$ cat config.mk
export PLATFORM = sky130hd
export DESIGN_NAME = lreport_gen
export DESIGN_NICKNAME = d
export VERILOG_FILES = /design/src/rtl/lreport_gen.sv
export SDC_FILE = /design/constraint.sdc
export NUM_CORES = 1
export LEC_CHECK = 0
export CAP_MARGIN = 10
export CORE_AREA = 2 2 316 318
export CTS_CLUSTER_DIAMETER = 80
export DETAILED_ROUTE_END_ITERATION = 6
export DIE_AREA = 0 0 318 320
export PLACE_DENSITY = 0.51
export SKIP_CTS_REPAIR_TIMING = 1
export SYNTH_ARGS = -nofsm -noshare
export SYNTH_HDL_FRONTEND = slang
export SYNTH_SLANG_ARGS = --single-unit
$ cat constraint.sdc
create_clock -name clk -period 2.9 [get_ports clk]
set_input_delay 0.435 -clock clk [delete_from_list [all_inputs] [get_ports clk]]
set_output_delay 0.435 -clock clk [all_outputs]
set_load 0.05 [all_outputs]
$ cat src/rtl/lreport_gen.sv
// rtl/lreport_gen.sv - beacon-report injector on the 134-bit UM packet stream
// Forwards upstream packets with one cycle of latency and inserts counter reports between packets.
module lreport_gen #(
   parameter int          NUM_CNT    = 6,
   parameter int          PERIOD_BIT = 30,
   parameter logic [7:0]  SMID       = 8'd128,
   parameter logic [7:0]  DMID       = 8'd1,
   parameter logic [47:0] DST_MAC    = 48'h010203040506,
   parameter logic [15:0] ETHERTYPE  = 16'h88f7
) (
   input  logic                  clk,
   input  logic                  rst,
   input  logic                  in_data_wr,
   input  logic [133:0]          in_data,
   input  logic                  in_data_valid,
   input  logic                  in_data_valid_wr,
   output logic                  pktin_ready,
   input  logic [47:0]           precision_time,
   input  logic [47:0]           local_mac,
   input  logic                  report_en,
   input  logic                  sw_trigger,
   input  logic                  update_toggle,
   input  logic [NUM_CNT*64-1:0] cnt_in,
   output logic                  out_data_wr,
   output logic [133:0]          out_data,
   output logic                  out_data_valid,
   output logic                  out_data_valid_wr,
   output logic [15:0]           report_seq,
   output logic [15:0]           overrun_cnt,
   output logic [15:0]           protocol_err_cnt
);

   localparam int          NW       = (NUM_CNT + 1) / 2;
   localparam int          W        = 2 + NW;
   localparam logic [15:0] PKT_LEN  = 16'(16 * W);
   localparam logic [3:0]  LAST_IDX = 4'(W);

   typedef enum logic [1:0] {IDLE, PASS, REPORT, GAP} state_t;

   state_t                  state, state_n;
   logic [3:0]              idx, idx_n;
   logic                    pending, zero_prev, update_seen;
   logic [NUM_CNT*64-1:0]   cnt_snap;
   logic [47:0]             ts_snap;
   logic                    out_wr_n, out_valid_n, out_valid_wr_n, rdy_n;
   logic [133:0]            out_data_n, rpt_word;
   logic                    upd_load, seq_inc, perr;
   logic                    zero_now, tick, trig, pending_clr, upd;
   logic [3:0]              pair_k;
   logic [127:0]            pair_w [16];

   assign zero_now    = (precision_time[PERIOD_BIT-1:0] == '0);
   assign tick        = zero_now & ~zero_prev;
   assign trig        = report_en & (tick | sw_trigger);
   // A pending report is consumed only in an IDLE cycle with no word arriving.
   assign pending_clr = (state == IDLE) & ~in_data_wr & pending;
   assign upd         = update_toggle ^ update_seen;
   assign pair_k      = idx - 4'd3;

   // Counter pairs, high lane = even counter; lanes past NUM_CNT read as zero.
   for (genvar g = 0; g < 16; g++) begin : g_pair
      if (2 * g + 1 < NUM_CNT) begin : g_full
         assign pair_w[g] = {cnt_snap[128*g +: 64], cnt_snap[128*g+64 +: 64]};
      end else if (2 * g < NUM_CNT) begin : g_half
         assign pair_w[g] = {cnt_snap[128*g +: 64], 64'b0};
      end else begin : g_none
         assign pair_w[g] = '0;
      end
   end

   always_comb begin
      rpt_word = '0;
      case (idx)
         4'd0:    rpt_word = {2'b01, 4'b0, 1'b1, 15'b0, PKT_LEN, SMID, DMID, 80'b0};
         4'd1:    rpt_word = {2'b11, 4'b0, DST_MAC, local_mac, ETHERTYPE, 3'b0, upd, 12'b0};
         4'd2:    rpt_word = {2'b11, 4'b0, report_seq, 48'b0, ts_snap, 16'b0};
         default: rpt_word = {(idx == LAST_IDX) ? 2'b10 : 2'b11, 4'b0, pair_w[pair_k]};
      endcase
   end

   always_comb begin
      state_n        = state;
      idx_n          = idx;
      out_wr_n       = 1'b0;
      out_data_n     = '0;
      out_valid_n    = 1'b0;
      out_valid_wr_n = 1'b0;
      rdy_n          = pktin_ready;
      upd_load       = 1'b0;
      seq_inc        = 1'b0;
      perr           = 1'b0;
      case (state)
         IDLE: begin
            if (in_data_wr) begin
               out_wr_n       = 1'b1;
               out_data_n     = in_data;
               out_valid_n    = in_data_valid;
               out_valid_wr_n = in_data_valid_wr;
               if (in_data[133:132] != 2'b10) state_n = PASS;
            end else if (pending) begin
               rdy_n   = 1'b0;
               idx_n   = 4'd0;
               state_n = REPORT;
            end
         end
         PASS: begin
            out_wr_n       = in_data_wr;
            out_data_n     = in_data;
            out_valid_n    = in_data_valid;
            out_valid_wr_n = in_data_valid_wr;
            if (in_data_wr && in_data[133:132] == 2'b10) state_n = IDLE;
         end
         REPORT: begin
            perr       = in_data_wr;
            out_wr_n   = 1'b1;
            out_data_n = rpt_word;
            upd_load   = (idx == 4'd1);
            if (idx == LAST_IDX) begin
               out_valid_n    = 1'b1;
               out_valid_wr_n = 1'b1;
               seq_inc        = 1'b1;
               state_n        = GAP;
            end else begin
               idx_n = idx + 4'd1;
            end
         end
         default: begin
            perr    = in_data_wr;
            rdy_n   = 1'b1;
            state_n = IDLE;
         end
      endcase
   end

   always_ff @(posedge clk) begin
      if (rst) begin
         state             <= IDLE;
         idx               <= '0;
         pending           <= 1'b0;
         zero_prev         <= 1'b0;
         update_seen       <= 1'b0;
         cnt_snap          <= '0;
         ts_snap           <= '0;
         pktin_ready       <= 1'b1;
         out_data_wr       <= 1'b0;
         out_data          <= '0;
         out_data_valid    <= 1'b0;
         out_data_valid_wr <= 1'b0;
         report_seq        <= '0;
         overrun_cnt       <= '0;
         protocol_err_cnt  <= '0;
      end else begin
         state             <= state_n;
         idx               <= idx_n;
         zero_prev         <= zero_now;
         pktin_ready       <= rdy_n;
         out_data_wr       <= out_wr_n;
         out_data          <= out_data_n;
         out_data_valid    <= out_valid_n;
         out_data_valid_wr <= out_valid_wr_n;
         if (trig) pending <= 1'b1;
         else if (pending_clr) pending <= 1'b0;
         // A trigger landing as the pending one is consumed queues a fresh report, not an overrun.
         if (trig && pending && !pending_clr && overrun_cnt != 16'hFFFF)
            overrun_cnt <= overrun_cnt + 16'd1;
         if (pending_clr) begin
            cnt_snap <= cnt_in;
            ts_snap  <= precision_time;
         end
         if (upd_load) update_seen <= update_toggle;
         if (seq_inc) report_seq <= report_seq + 16'd1;
         if (perr && protocol_err_cnt != 16'hFFFF)
            protocol_err_cnt <= protocol_err_cnt + 16'd1;
      end
   end

endmodule

==> metrics.txt <==
Iteration-0 DRC Markers 1693; CTS tree yes; Layout Skew 0.02339 ns; maximum clock path buffer count 3; Peak VDD IR 0.4853 mV; Hold Path Depth 3; Port Buffers 807; Worst Setup Path Type flop to flop; layout cell share with drive strength beyond 1 6.292%; P per Cell Area 714.0 nW/µm²; Worst EP required 3.47 ns; MaxCap Viol Count 0; filler cell count 10248; 1st-pass router iterations 6; Placer Congestion 0.8573; startpoint types flop; vias in the first global route 25238; static leakage 0.01279 µW; crit-path cells inv_1, ha_1, or3_1, and2_1, nor4b_4, buf_12, buf_4, a222oi_1, nor2_1; Ys Warns 0; first-pass GRT wire length 165.4 mm; Final Max Tran Viols 0; RSZ-0062 raised after global routing false; Critical Path Max Stage Delay 0.45 ns; worst r2r src idx[1]; Hold Startpoint cnt_in[56]; antenna violations before repair 49; Core Area 97990 µm²; Synth Area per Inst 7.847 µm²; reg2reg path depth 9; status finished, final reports clean; Critical Path AT 3.22 ns; Die Span Y 320 µm; hold slack 0.3350 ns; P&R area growth vs syn 49.61%; max_slew headroom 37.19%; Worst Hold End cnt_snap[56]; total routed wirelength 114.7 mm; initial core utilization 26.15%; Worst Setup End Kind flop; critical path depth in cells 9; slowest library cell on the worst path dfxtp_1; total track usage 21.62%; vias per inst 4.799; fmax 377.2 MHz; most common cell after layout, fill and taps aside nand2_1; clock latency on the worst-skew pair 0.64 ns; root buf cell clkbuf_16; crit share post-route 91.42%; largest net degree at the start of global routing 147; nets 4627; largest fanout on the critical path 52; class of the worst hold path primary input to flop; Remaining DRCs 0; Buf/Inv on CP 3; H-tree lvl count 3; clock-pin slew on the worst setup and hold paths 0.06 ns; worst flop-to-flop path endpoint out_data[25]; Seq/Total Area, Yosys 48.98%; post-DP HPWL 82.52 mm; vias post-DR 25766; number of sinks on the clock net 627; grt total ovfl 0; number of top-level pins 808; ANT nets after route 0; ys flop type dfxtp_1; Syn Nets 3899; Distinct cells, synth 52; most frequent cells in the layout 1065 x nand2_1, 806 x clkdlybuf4s50_1, 627 x dfxtp_1; Syn Inst Count 3266; Routed WL per cell 21.37 µm; num rows 115; flop2flop setup slack 0.25 ns; Num CTS Buffers 79; die area 101800 µm²; mapped cell area 25630 µm²; Post-synth EDFFs 0; CP delay by family, top simple AND/OR/NAND/NOR gates; #FFs+latches synth 627; worst slew pin tran 0.9387 ns; async set-reset flop share out of synthesis 0%; Fin. Hold Viols 0; Die X 318 µm; fin crit period 2.651 ns; Final setup viols 0; post-layout power 27370 µW
[where the power goes]
group / switching [µW] / leakage [µW] / internal (µW)
Clock: 3960 / 0.00132 / 6200
Combinational: 4680 / 0.00639 / 2890
Sequential: 307 / 0.00509 / 9340
[synth_stat cells, drive strengths merged (17+ instances only)]
master  instances  share of area [%]
nand2        1066                 16
dfxtp         627                 49
a21oi         533                 10
clkbuf        244                3.6
nor2          135                2.0
mux2i         131                5.1
o21ai         128                2.5
a22oi          81                2.4
a222oi         37                1.4
a22o           32                1.1
buf            25               0.44
nand3          25               0.49
nand4          17               0.41
[tightest hold or removal path, delay by kind of cell]
| kind | cells | cell delay (ns) |
|---|---|---|
| buffers and inverters | 1 | 0.40 |
| AND/OR/NAND/NOR | 1 | 0.05 |
| AO/OA/AOI/OAI | 1 | 0.05 |
[area by class of cell]
cell class / instances / area, µm² / area share, %
inverter: 12 / 50.05 / 0.1305
clock buffer: 120 / 2385 / 6.220
tap: 1287 / 1610 / 4.200
timing repair buffer: 916 / 9314 / 24.29
clock inverter: 20 / 284.0 / 0.7408
sequential: 627 / 12550 / 32.74
multi-input combinational: 2358 / 12070 / 31.49
antenna: 29 / 72.57 / 0.1893
[sequential cells by signal (all words and copies together) (netlist names)]
| register | flops |
|---|---|
| out_data_wr | 1 |
| cnt_snap | 384 |
| pktin_ready | 1 |
| pending | 1 |
| ts_snap | 48 |
| out_data_valid_wr | 1 |
| zero_prev | 1 |
| out_data | 134 |
| idx | 4 |
| update_seen | 1 |
| overrun_cnt | 16 |
| report_seq | 16 |
| out_data_valid | 1 |
| protocol_err_cnt | 16 |
| state | 2 |
[layer usage]
layer	up-vias	GRT usage, %	wire (µm)
met4	36	8.212	3009
met2	791	35.94	54950
met3	171	7.643	9421
met1	12184	25.47	47090
met5	-	0	237
li1	12584	-	-
[metrics by stage]
step | util (%) | setup TNS, ns | instance area (µm²) | worst slack (ns) | cells
after detailed placement | 36.33 | -2.027 | 35600 | -0.2412 | 5200
final | 39.13 | 0 | 38340 | 0.2487 | 5369
after CTS | 39.05 | 0 | 38270 | 0.2482 | 5340
after global placement | 36.33 | -1.755 | 35600 | -0.1957 | 5200
after global routing | 39.12 | 0 | 38330 | 0.04859 | 5364
after floorplan | - | 0 | 25640 | 0.02319 | 3266
[how the worst max path moves through the flow]
stage / startpoint / endpoint / slack (ns)
3_3_place_gp: precision_time[15] / overrun_cnt[13] / -0.20
6_report: idx[1] / out_data[25] / 0.25
4_1_cts: idx[1] / out_data[25] / 0.25
2_1_floorplan: idx[0] / out_data[34] / 0.02
3_5_place_dp: precision_time[15] / overrun_cnt[13] / -0.24
5_1_grt: idx[1] / out_data[25] / 0.05
[logic make-up (layout without fill, tap and decap cells)]
family / count (synthesis) / after routing / share of synthesized area, %
buffers and inverters: 281 / 1068 / 4.194
adders and majority gates: 11 / 11 / 0.5370
xor gates and xnor gates: 29 / 29 / 0.9911
other: 0 / 29 / 0
and+or+nand+nor: 1338 / 1338 / 21.12
DFF: 627 / 627 / 48.98
muxes: 136 / 136 / 5.336
AOI/OAI and AO/OA: 844 / 844 / 18.85
Note: power is estimated with default switching activity, not from simulation.
